`src/rtl/ir_key_event_queue_if.sv`:
```
// ----------------------------------------------------------------------------
// ir_key_event_queue_if
//   Key-event stream between the IR key event queue and its consumer
//   (host / LED logic). First-word-fall-through valid/ready handshake.
//
//   evt_valid  head entry present
//   evt_ready  consumer accepts the head entry when evt_valid & evt_ready
//   evt_key    head entry key code (0 when empty)
//   evt_type   head entry type: 00 PRESS, 01 REPEAT, 10 RELEASE (0 when empty)
//
//   master : the queue (drives valid/key/type)
//   slave  : the consumer (drives ready)
// ----------------------------------------------------------------------------
interface ir_key_event_queue_if;
  logic       evt_valid;
  logic       evt_ready;
  logic [7:0] evt_key;
  logic [1:0] evt_type;

  modport master (
    output evt_valid,
    output evt_key,
    output evt_type,
    input  evt_ready
  );

  modport slave (
    input  evt_valid,
    input  evt_key,
    input  evt_type,
    output evt_ready
  );
endinterface

```
`src/rtl/ir_key_event_queue.sv`:
```
// ----------------------------------------------------------------------------
// ir_key_event_queue
//   Sits behind the NEC IR frame decoder. Each rising edge of frame_valid
//   delivers one decoded frame; the key FSM turns frames into PRESS / REPEAT /
//   RELEASE events, which are buffered in a small FIFO for the consumer.
//   Frames from other remotes can optionally be filtered by address.
//
// Ports
//   clk          system clock
//   rst_n        asynchronous active-low reset
//   frame_valid  decoder ready level; only its 0->1 transition starts a frame
//   frame_data   [31:24] ~key, [23:16] key, [15:0] remote address
//   evt          event stream (master side of ir_key_event_queue_if)
//   fifo_level   current FIFO occupancy
//   overflow     sticky: an event was dropped because the FIFO was full
//   ovf_clr      synchronous clear of overflow and drop_cnt
//   drop_cnt     dropped-event count, saturating at 255
//
// Pipeline
//   edge E   : frame_valid=1 and fv_q=0 detected
//   edge E+1 : frame_data sampled, address filter applied
//   edge E+2 : key FSM acts, event written into the FIFO
// ----------------------------------------------------------------------------
module ir_key_event_queue #(
  parameter int unsigned FIFO_DEPTH      = 8,
  parameter int unsigned TIMER_W         = 24,
  parameter int unsigned HOLD_WINDOW     = 6000000,
  parameter int unsigned RELEASE_TIMEOUT = 7500000,
  parameter int unsigned ADDR_FILTER_EN  = 0,
  parameter logic [15:0] ADDR_MATCH      = 16'h0000
) (
  input  logic                          clk,
  input  logic                          rst_n,
  input  logic                          frame_valid,
  input  logic [31:0]                   frame_data,
  ir_key_event_queue_if.master          evt,
  output logic [$clog2(FIFO_DEPTH):0]   fifo_level,
  output logic                          overflow,
  input  logic                          ovf_clr,
  output logic [7:0]                    drop_cnt
);

  localparam int unsigned AW = $clog2(FIFO_DEPTH);
  localparam int unsigned LW = AW + 1;

  localparam logic [TIMER_W-1:0] HOLD_LIM = TIMER_W'(HOLD_WINDOW);
  localparam logic [TIMER_W-1:0] REL_LAST = TIMER_W'(RELEASE_TIMEOUT - 1);

  typedef enum logic {
    KEY_IDLE,
    KEY_HELD
  } key_state_t;

  typedef enum logic [1:0] {
    EVT_PRESS   = 2'b00,
    EVT_REPEAT  = 2'b01,
    EVT_RELEASE = 2'b10
  } evt_type_t;

  typedef struct packed {
    evt_type_t  etype;
    logic [7:0] key;
  } evt_t;

  // --------------------------------------------------------------------------
  // Frame edge detect and capture
  // --------------------------------------------------------------------------
  logic       fv_q;
  logic       cap_pend;   // high for the cycle after edge E: sample data now
  logic       frm_go;     // accepted frame ready for the key FSM
  logic [7:0] frm_key;
  logic       addr_ok;

  // The inverted key byte is validated by the decoder; it is not needed here.
  logic unused_inv_key;
  assign unused_inv_key = ^frame_data[31:24];

  assign addr_ok = (ADDR_FILTER_EN == 0) || (frame_data[15:0] == ADDR_MATCH);

  always_ff @(posedge clk or negedge rst_n) begin
    if (!rst_n) begin
      fv_q     <= 1'b0;
      cap_pend <= 1'b0;
      frm_go   <= 1'b0;
      frm_key  <= '0;
    end else begin
      fv_q     <= frame_valid;
      cap_pend <= frame_valid & ~fv_q;
      // A filtered frame simply never reaches the FSM, so state and timer
      // are left exactly as they were.
      frm_go   <= cap_pend & addr_ok;
      if (cap_pend) begin
        frm_key <= frame_data[23:16];
      end
    end
  end

  // --------------------------------------------------------------------------
  // Key FSM
  // --------------------------------------------------------------------------
  key_state_t         state, state_nxt;
  logic [7:0]         held_key, held_key_nxt;
  logic [TIMER_W-1:0] timer, timer_nxt;
  logic               push;
  evt_t               push_evt;

  always_ff @(posedge clk or negedge rst_n) begin
    if (!rst_n) begin
      state    <= KEY_IDLE;
      held_key <= '0;
      timer    <= '0;
    end else begin
      state    <= state_nxt;
      held_key <= held_key_nxt;
      timer    <= timer_nxt;
    end
  end

  always_comb begin
    state_nxt      = state;
    held_key_nxt   = held_key;
    timer_nxt      = timer;
    push           = 1'b0;
    push_evt.etype = EVT_PRESS;
    push_evt.key   = frm_key;

    case (state)
      KEY_IDLE: begin
        if (frm_go) begin
          push         = 1'b1;
          held_key_nxt = frm_key;
          timer_nxt    = '0;
          state_nxt    = KEY_HELD;
        end
      end

      KEY_HELD: begin
        // A frame takes priority over the release timeout in the same cycle.
        if (frm_go) begin
          push         = 1'b1;
          held_key_nxt = frm_key;
          timer_nxt    = '0;
          if ((frm_key == held_key) && (timer < HOLD_LIM)) begin
            push_evt.etype = EVT_REPEAT;
          end
        end else if (timer == REL_LAST) begin
          push           = 1'b1;
          push_evt.etype = EVT_RELEASE;
          push_evt.key   = held_key;
          timer_nxt      = '0;
          state_nxt      = KEY_IDLE;
        end else if (timer != '1) begin
          timer_nxt = timer + TIMER_W'(1);
        end
      end

      default: begin
        state_nxt = KEY_IDLE;
      end
    endcase
  end

  // --------------------------------------------------------------------------
  // Event FIFO (first-word fall-through)
  // --------------------------------------------------------------------------
  evt_t          mem [FIFO_DEPTH];
  logic [AW-1:0] wr_ptr;
  logic [AW-1:0] rd_ptr;
  logic [LW-1:0] level;
  logic          nonempty;
  logic          full;
  logic          pop;
  logic          do_push;
  logic          drop;
  evt_t          head;

  assign nonempty = (level != '0);
  assign full     = (level == LW'(FIFO_DEPTH));
  assign pop      = nonempty & evt.evt_ready;
  // When full, a simultaneous pop frees the slot the push needs.
  assign do_push  = push & (~full | pop);
  assign drop     = push & full & ~pop;

  always_ff @(posedge clk) begin
    if (do_push) begin
      mem[wr_ptr] <= push_evt;
    end
  end

  always_ff @(posedge clk or negedge rst_n) begin
    if (!rst_n) begin
      wr_ptr <= '0;
      rd_ptr <= '0;
      level  <= '0;
    end else begin
      if (do_push) begin
        wr_ptr <= wr_ptr + AW'(1);
      end
      if (pop) begin
        rd_ptr <= rd_ptr + AW'(1);
      end
      case ({do_push, pop})
        2'b10:   level <= level + LW'(1);
        2'b01:   level <= level - LW'(1);
        default: level <= level;
      endcase
    end
  end

  assign head = mem[rd_ptr];

  always_comb begin
    evt.evt_valid = nonempty;
    evt.evt_key   = '0;
    evt.evt_type  = '0;
    if (nonempty) begin
      evt.evt_key  = head.key;
      evt.evt_type = head.etype;
    end
  end

  assign fifo_level = level;

  // --------------------------------------------------------------------------
  // Overflow bookkeeping
  // --------------------------------------------------------------------------
  always_ff @(posedge clk or negedge rst_n) begin
    if (!rst_n) begin
      overflow <= 1'b0;
      drop_cnt <= '0;
    end else if (drop) begin
      // A drop coinciding with a clear restarts the count at one.
      overflow <= 1'b1;
      if (ovf_clr) begin
        drop_cnt <= 8'd1;
      end else if (drop_cnt != '1) begin
        drop_cnt <= drop_cnt + 8'd1;
      end
    end else if (ovf_clr) begin
      overflow <= 1'b0;
      drop_cnt <= '0;
    end
  end

endmodule

```
`src/flat_wrapper.sv`:
```
// flat-port wrapper written by rule: the top's interface ports become plain ports
module ir_key_event_queue_flat 
#(
  parameter int unsigned FIFO_DEPTH      = 8,
  parameter int unsigned TIMER_W         = 24,
  parameter int unsigned HOLD_WINDOW     = 6000000,
  parameter int unsigned RELEASE_TIMEOUT = 7500000,
  parameter int unsigned ADDR_FILTER_EN  = 0,
  parameter logic [15:0] ADDR_MATCH      = 16'h0000
)
  (clk, rst_n, frame_valid, frame_data, fifo_level, overflow, ovf_clr, drop_cnt, evt_evt_valid, evt_evt_key, evt_evt_type, evt_evt_ready);
  ir_key_event_queue_if evt_i ();
  input  logic clk;
  input  logic rst_n;
  input  logic frame_valid;
  input  logic [31:0] frame_data;
  output logic [$clog2(FIFO_DEPTH):0] fifo_level;
  output logic overflow;
  input  logic ovf_clr;
  output logic [7:0] drop_cnt;
  output wire logic [$bits(evt_i.evt_valid)-1:0] evt_evt_valid;
  output wire logic [$bits(evt_i.evt_key)-1:0] evt_evt_key;
  output wire logic [$bits(evt_i.evt_type)-1:0] evt_evt_type;
  input wire logic [$bits(evt_i.evt_ready)-1:0] evt_evt_ready;
  assign evt_evt_valid = evt_i.evt_valid;
  assign evt_evt_key = evt_i.evt_key;
  assign evt_evt_type = evt_i.evt_type;
  assign evt_i.evt_ready = evt_evt_ready;
  ir_key_event_queue #(.FIFO_DEPTH(FIFO_DEPTH), .TIMER_W(TIMER_W), .HOLD_WINDOW(HOLD_WINDOW), .RELEASE_TIMEOUT(RELEASE_TIMEOUT), .ADDR_FILTER_EN(ADDR_FILTER_EN), .ADDR_MATCH(ADDR_MATCH)) u_core (.clk(clk), .rst_n(rst_n), .frame_valid(frame_valid), .frame_data(frame_data), .evt(evt_i), .fifo_level(fifo_level), .overflow(overflow), .ovf_clr(ovf_clr), .drop_cnt(drop_cnt));
endmodule
```
`config.mk`:
```
export PLATFORM = sky130hd
export DESIGN_NAME = ir_key_event_queue_flat
export DESIGN_NICKNAME = d
export VERILOG_FILES = /design/src/rtl/ir_key_event_queue_if.sv /design/src/rtl/ir_key_event_queue.sv /design/src/flat_wrapper.sv
export SDC_FILE = /design/constraint.sdc
export NUM_CORES = 1
export LEC_CHECK = 0
export CAP_MARGIN = 5
export CORE_ASPECT_RATIO = 1.5
export CORE_MARGIN = 1
export CORE_UTILIZATION = 52
export DETAILED_ROUTE_END_ITERATION = 12
export GPL_ROUTABILITY_DRIVEN = 0
export PLACE_DENSITY = 0.82
export SLEW_MARGIN = 0
export SYNTH_ARGS = -nofsm -noshare
export SYNTH_HDL_FRONTEND = slang
export SYNTH_SLANG_ARGS = --single-unit
```
`constraint.sdc`:
```
create_clock -name clk -period 4.15 [get_ports clk]
set_clock_uncertainty 0.1 [all_clocks]
set_input_delay 1.245 -clock clk [delete_from_list [all_inputs] [get_ports clk]]
set_output_delay 1.245 -clock clk [all_outputs]
set_load 0.05 [all_outputs]
```
==> results of run 1 <==
[what timing repair did]
action | CTS | global route
hold buffers | 0 | 0
resized for setup | 0 | 1
setup endpoints to repair | 0 | 1
[sequential cells by signal (all words and copies together), names as in the netlist]
register           count
u_core.timer          24
u_core.state           1
u_core.wr_ptr          3
u_core.overflow        1
u_core.frm_go          1
u_core.held_key        8
u_core.cap_pend        1
u_core.fv_q            1
u_core.fifo_level      4
u_core.mem            80
u_core.rd_ptr          3
u_core.drop_cnt        8
u_core.frm_key         8
[report_power, final]
group	internal, mW	switching, mW
registers	1.66	0.187
logic	0.572	0.822
clock network	0.860	0.660
total	3.09	1.67
[synthesized netlist by cell type, drive strengths merged (8+ instances only)]
master  count
nor4       10
buf         8
dfrtp      63
xor2        8
mux2i      13
mux4       20
a21oi      13
nand2b      9
clkbuf     13
nand2      31
nor2       41
nand4      13
nand3      22
inv        10
edfxtp     80
o21ai      11
mux2       27
or4        12
xnor2      13
[metrics by stage]
stage	hold WS, ns	instance area, um2	worst slack (ns)	std cells
2_1_floorplan	0.252	6650	0.902	490
3_3_place_gp	0.285	7200	0.542	676
3_5_place_dp	0.299	7200	0.413	676
4_1_cts	0.307	7800	0.0179	708
5_1_grt	0.336	7800	0.169	708
6_report	0.306	7800	0.230	708
[area by class of cell]
type	count	share of cell area, %
Sequential cell	143	51.0
Inverter	10	0.481
Tap cell	156	2.50
Clock buffer	17	5.46
Timing Repair Buffer	51	5.74
Multi-Input combinational cell	316	32.6
Clock inverter	15	2.15
[worst paths after layout]
check,start,to,cells past startpoint
min in group asynchronous,rst_n,u_core.overflow,1
worst min register to register,u_core.fv_q,u_core.cap_pend,1
worst max register to register,u_core.timer[0],u_core.fifo_level[2],11
worst min-delay path,u_core.fv_q,u_core.cap_pend,1
max in group asynchronous,rst_n,u_core.cap_pend,2
worst max-delay path,u_core.rd_ptr[0],evt_evt_type[1],4
[per-layer routing]
layer	wire length (um)	part of all wire (%)	track usage, %
met5	0	0	0
met2	8050	55	42.3
met3	810	5.5	4.78
met1	5370	37	26.8
met4	444	3.0	11.7
[worst register-to-register path, stage by stage, from the launching register on]
cell and delay, ns:
dfrtp_1 0.43, ha_1 0.32, nand4_4 0.20, nor4_4 0.41, a41oi_2 0.44, buf_4 0.36
nand2_1 0.10, xnor2_1 0.07, ha_1 0.23, nor3_1 0.23, a21oi_1 0.10, a211oi_1 0.32
[cells by family (layout without fill, tap and decap cells)]
logic type	after synthesis	in the layout	synth area share [%]
xor gates and xnor gates	21	21	2.77
AOI/OAI and AO/OA	58	58	6.50
buffers and inverters	31	93	1.94
muxes	60	60	13.3
and+or+nand+nor	172	172	14.7
DFF	143	143	59.9
adders and majority gates	5	5	0.941
==> reports/results.ini, run 1 <==
[run_status]
status=finished clean

[cells_and_area]
diodes=0
final_common_cell=edfxtp_1
final_util_pct=62.6
multi_input_area_mm2=0.00254
mostFrequentLayoutCells=edfxtp_1, dfrtp_1, nor2_1
seqCellArea_mm2=0.00398
nNetsFinal=581
fillCellCount=892
layout-drive-gt1-share_pct=21.0
area_growth_syn_to_layout_pct=17.3

[pwr]
power.leakage_nw=2.91
peakVddDrop_uv=299
power_mw=4.76
p_per_area_mw_per_mm2=611

[timing]
relSlewSlack_pct=22.4
clock.fmax_mhz=255
hold_viol_final=0
finalSetupViolCount=0
layout_min_cycle_time_ns=3.92
worst_slew_pin_slew_ns=1.16
totalNegativeSetupSlack_ns=0
slew_viol_final=0
fin_crit_sh_pct=94.5
rsz0062_at_grt=false

[die]
core_mm2=0.0124
die_area_mm2=0.0132
io_pins=61
die_w_um=94.3
start_util_pct=53.4
die_h_um=140
rows=50

[yosys]
synth_top_cell_area_share_pct=36.2
seq_area_frac_synth_pct=59.9
synth_top_cell_by_area=edfxtp_1
syn_inst=490
ys_top_cells_by_area=edfxtp_1, dfrtp_1, mux4_2
ys_ff_latch=143
synth_ff_type=edfxtp_1
synth_area_per_cell_um2=13.6
synth_fp_nets=532
synthArstFlopShare_pct=44.1
synth_cell_types=60
synth_edf_count=80
syn_area_mm2=0.00665
yosysWarnings=0

[cts]
cts.clk_slew.worst_paths_ns=0.06
h-tree-depth=4
clock-sinks=143
cts_buffer_depth=2
cts_tree=built
clk_latency_ns=0.43
cts_setup_buffers=0
cts_buffers=17
cts-root-buf=clkbuf_16

[setup_path]
worst_setup_path_end_kind=output port
path_buf_inv=1
cp-start-kind=register
cp_data_required_time_ns=2.80
arrival_ns=2.58
slowest_stage=clkdlybuf4s50_1
worstSetupPathType=register to output port
crit_path_max_fanout=10
r2r_slack_ns=0.74
critPathTopFamily=multiplexers
slowest_delay_ns=0.74
cp_cell_sequence=mux4_2, mux2i_1, nor2_1, clkdlybuf4s50_1

[placement]
dp_hpwl_um=9280
io_buffers=36

[routing]
via_per_inst=6.26
post-route-drc-count=0
vias=4431
drt_iter0_drc=342
postRouteAntennaNets=0
first_pass_iters=4
wl_um=14700
wire_per_inst_um=20.7

[global_routing]
grt_max_degree=45
track_usage_pct=23.9
grt-ovfl-total=0
antenna_found_initial=0
grt_pass1_wl_um=23600
grt_pass1_vias=4553

[job]
drv_cap=0

[worst_hold_path]
min_path_type=register to register

No activity file was read; power rests on OpenSTA's default activity.
==> inputs of run 2 (changes only) <==
--- a/config.mk
+++ b/config.mk
@@ -5,6 +5,7 @@
 export SDC_FILE = /design/constraint.sdc
 export NUM_CORES = 1
 export LEC_CHECK = 0
+export ABC_CLOCK_PERIOD_IN_PS = 4150
 export CAP_MARGIN = 5
 export CORE_ASPECT_RATIO = 1.5
 export CORE_MARGIN = 1
==> constraint.sdc (replaced) <==
create_clock -name clk -period 4.15 [get_ports clk]
set_clock_uncertainty 0.1 [all_clocks]
set_input_delay 1.245 -clock clk [delete_from_list [all_inputs] [get_ports clk]]
set_output_delay 1.245 -clock clk [all_outputs]
set_load 0.005 [all_outputs]
==> run 2 against run 1 <==
  * Register-to-register slack improved by 0.17 ns
  * Power is 7.8% lower
  * Critical path depth is 1 higher
  * First-iteration DRC count rose by 11%
  * Flip-flop and latch count unchanged
  * Clock power about the same
  * Highest routed layer unchanged
==> reports/results.ini, run 2 (synthesis gave the netlist of run 1 again) <==
[run_status]
status=finished clean

[pwr]
power_switching_mw=1.29
p_per_area_mw_per_mm2=563
seqPwrFrac_pct=41.7
intPower_mw=3.10
pwr-share-comb_pct=23.9
peakVddDrop_uv=301
pwr-share-clk_pct=34.4
switching_share_pct=29.3
power.leakage_nw=2.89

[global_routing]
grt_pass1_wl_um=24000
grt-ovfl-total=0
track_usage_pct=24.4
grt_max_degree=52
antenna_found_initial=0
grt_pass1_vias=4575

[cts]
clk_latency_ns=0.42
cts.clk_slew.worst_paths_ns=0.06
h-tree-depth=4
cts_buffers=17
cts_buffer_depth=2
cts-root-buf=clkbuf_16
cts_setup_buffers=0
clock-sinks=143
postCtsResizedCells=0
cts_tree=built
cts_hold_buf=0

[timing]
fin_crit_sh_pct=92.3
clock.fmax_mhz=261
rsz0062_at_grt=false
worst_slew_pin_slew_ns=1.10
relSlewSlack_pct=26.5
hold_viol_final=0
layout_min_cycle_time_ns=3.83
totalNegativeSetupSlack_ns=0
slew_viol_final=0
finalSetupViolCount=0
fin_ws_ns=0.320

[routing]
wire_per_inst_um=21.0
postRouteAntennaNets=0
post-route-drc-count=0
vias=4410
first_pass_iters=4
wl_um=14800
drt_iter0_drc=379
via_per_inst=6.25

[setup_path]
r2r_slack_ns=0.91
arrival_ns=2.48
slowest_delay_ns=0.58
crit_path_max_fanout=20
slowest_stage=mux4_2
cp_cell_sequence=buf_4, mux4_2, mux2i_1, nor2_1, clkdlybuf4s50_1
cp_data_required_time_ns=2.80
worst_setup_path_end_kind=output port
worstSetupPathType=register to output port
cp-start-kind=register

[die]
die_h_um=140
die_w_um=94.3
rows=50
core_mm2=0.0124
die_area_mm2=0.0132
io_pins=61
start_util_pct=53.4

[placement]
io_buffers=36
dp_slack_ns=0.477
dp_hpwl_um=9460

[cells_and_area]
largest_reg_flops=80
multi_input_area_mm2=0.00254
diodes=0
seqCellArea_mm2=0.00398
regMostFlops=u_core.mem
nNetsFinal=579
layout-drive-gt1-share_pct=19.1
area_growth_syn_to_layout_pct=17.3
final_common_cell=edfxtp_1
fillCellCount=882
reg_top3=u_core.mem x80, u_core.timer x24
mostFrequentLayoutCells=edfxtp_1, dfrtp_1, nor2_1

[job]
drv_cap=0

[worst_hold_path]
min_path_type=register to register

==> run 2: worst max-delay path: cells and delay by family (launching register included) <==
kind | cells | cell delay [ns]
flip-flops | 1 | 0.39
AND/OR/NAND/NOR | 1 | 0.07
multiplexers | 2 | 0.76
buffers and inverters | 2 | 0.83
==> run 2: final cells by class <==
cell class / count / area share (%)
flip-flops and latches: 143 / 51.0
clock inverters: 15 / 2.10
multi-input cells: 316 / 32.6
clock buffers: 17 / 5.46
well taps: 156 / 2.50
repair buffers: 49 / 5.81
inverters: 10 / 0.481
==> run 2: power by group through the flow <==
stage / logic, mW / clock network, mW / registers (mW)
after floorplan: 0.689 / 0 / 1.78
after global placement: 0.995 / 0 / 1.84
after detailed placement: 1.04 / 0 / 1.86
after CTS: 1.07 / 1.52 / 1.83
after global routing: 1.14 / 1.58 / 1.85
final: 1.05 / 1.51 / 1.83
==> run 2: metrics by stage <==
| step | instance area, um2 | total power [mW] | hold slack (ns) | util (%) | cells |
|---|---|---|---|---|---|
| floorplan | 6650 | 2.47 | 0.252 | - | 490 |
| global placement | 7210 | 2.83 | 0.285 | 57.9 | 674 |
| detailed placement | 7210 | 2.90 | 0.298 | 57.9 | 674 |
| CTS | 7800 | 4.42 | 0.307 | 62.6 | 706 |
| global route | 7800 | 4.57 | 0.337 | 62.6 | 706 |
| finish | 7800 | 4.39 | 0.304 | 62.6 | 706 |
==> run 2: per-layer routing <==
| metal | global-route usage (%) | vias to the layer above | wire [um] |
|---|---|---|---|
| met4 | 9.07 | 0 | 383 |
| li1 | - | 1978 | - |
| met3 | 4.61 | 38 | 591 |
| met1 | 26.7 | 2243 | 5430 |
| met5 | 0 | - | 0 |
| met2 | 45.3 | 151 | 8440 |
==> run 2: worst paths after layout <==
path	endpoint	cells after the start	startpoint
worst max-delay path	evt_evt_key[2]	5	u_core.rd_ptr[0]
worst min-delay path	u_core.cap_pend	1	u_core.fv_q
worst max register to register	u_core.fifo_level[2]	11	u_core.timer[0]
worst min register to register	u_core.cap_pend	1	u_core.fv_q
max in group asynchronous	u_core.frm_key[3]	2	rst_n
min in group asynchronous	u_core.overflow	1	rst_n
==> inputs of run 3 (changes only) <==
--- a/config.mk
+++ b/config.mk
@@ -13,7 +13,7 @@
 export DETAILED_ROUTE_END_ITERATION = 12
 export GPL_ROUTABILITY_DRIVEN = 0
 export PLACE_DENSITY = 0.82
-export SLEW_MARGIN = 0
+export SLEW_MARGIN = 15
 export SYNTH_ARGS = -nofsm -noshare
 export SYNTH_HDL_FRONTEND = slang
 export SYNTH_SLANG_ARGS = --single-unit
==> results of run 3 <==
Same layout as run 2: the final DEF is identical, and so are final timing and power.
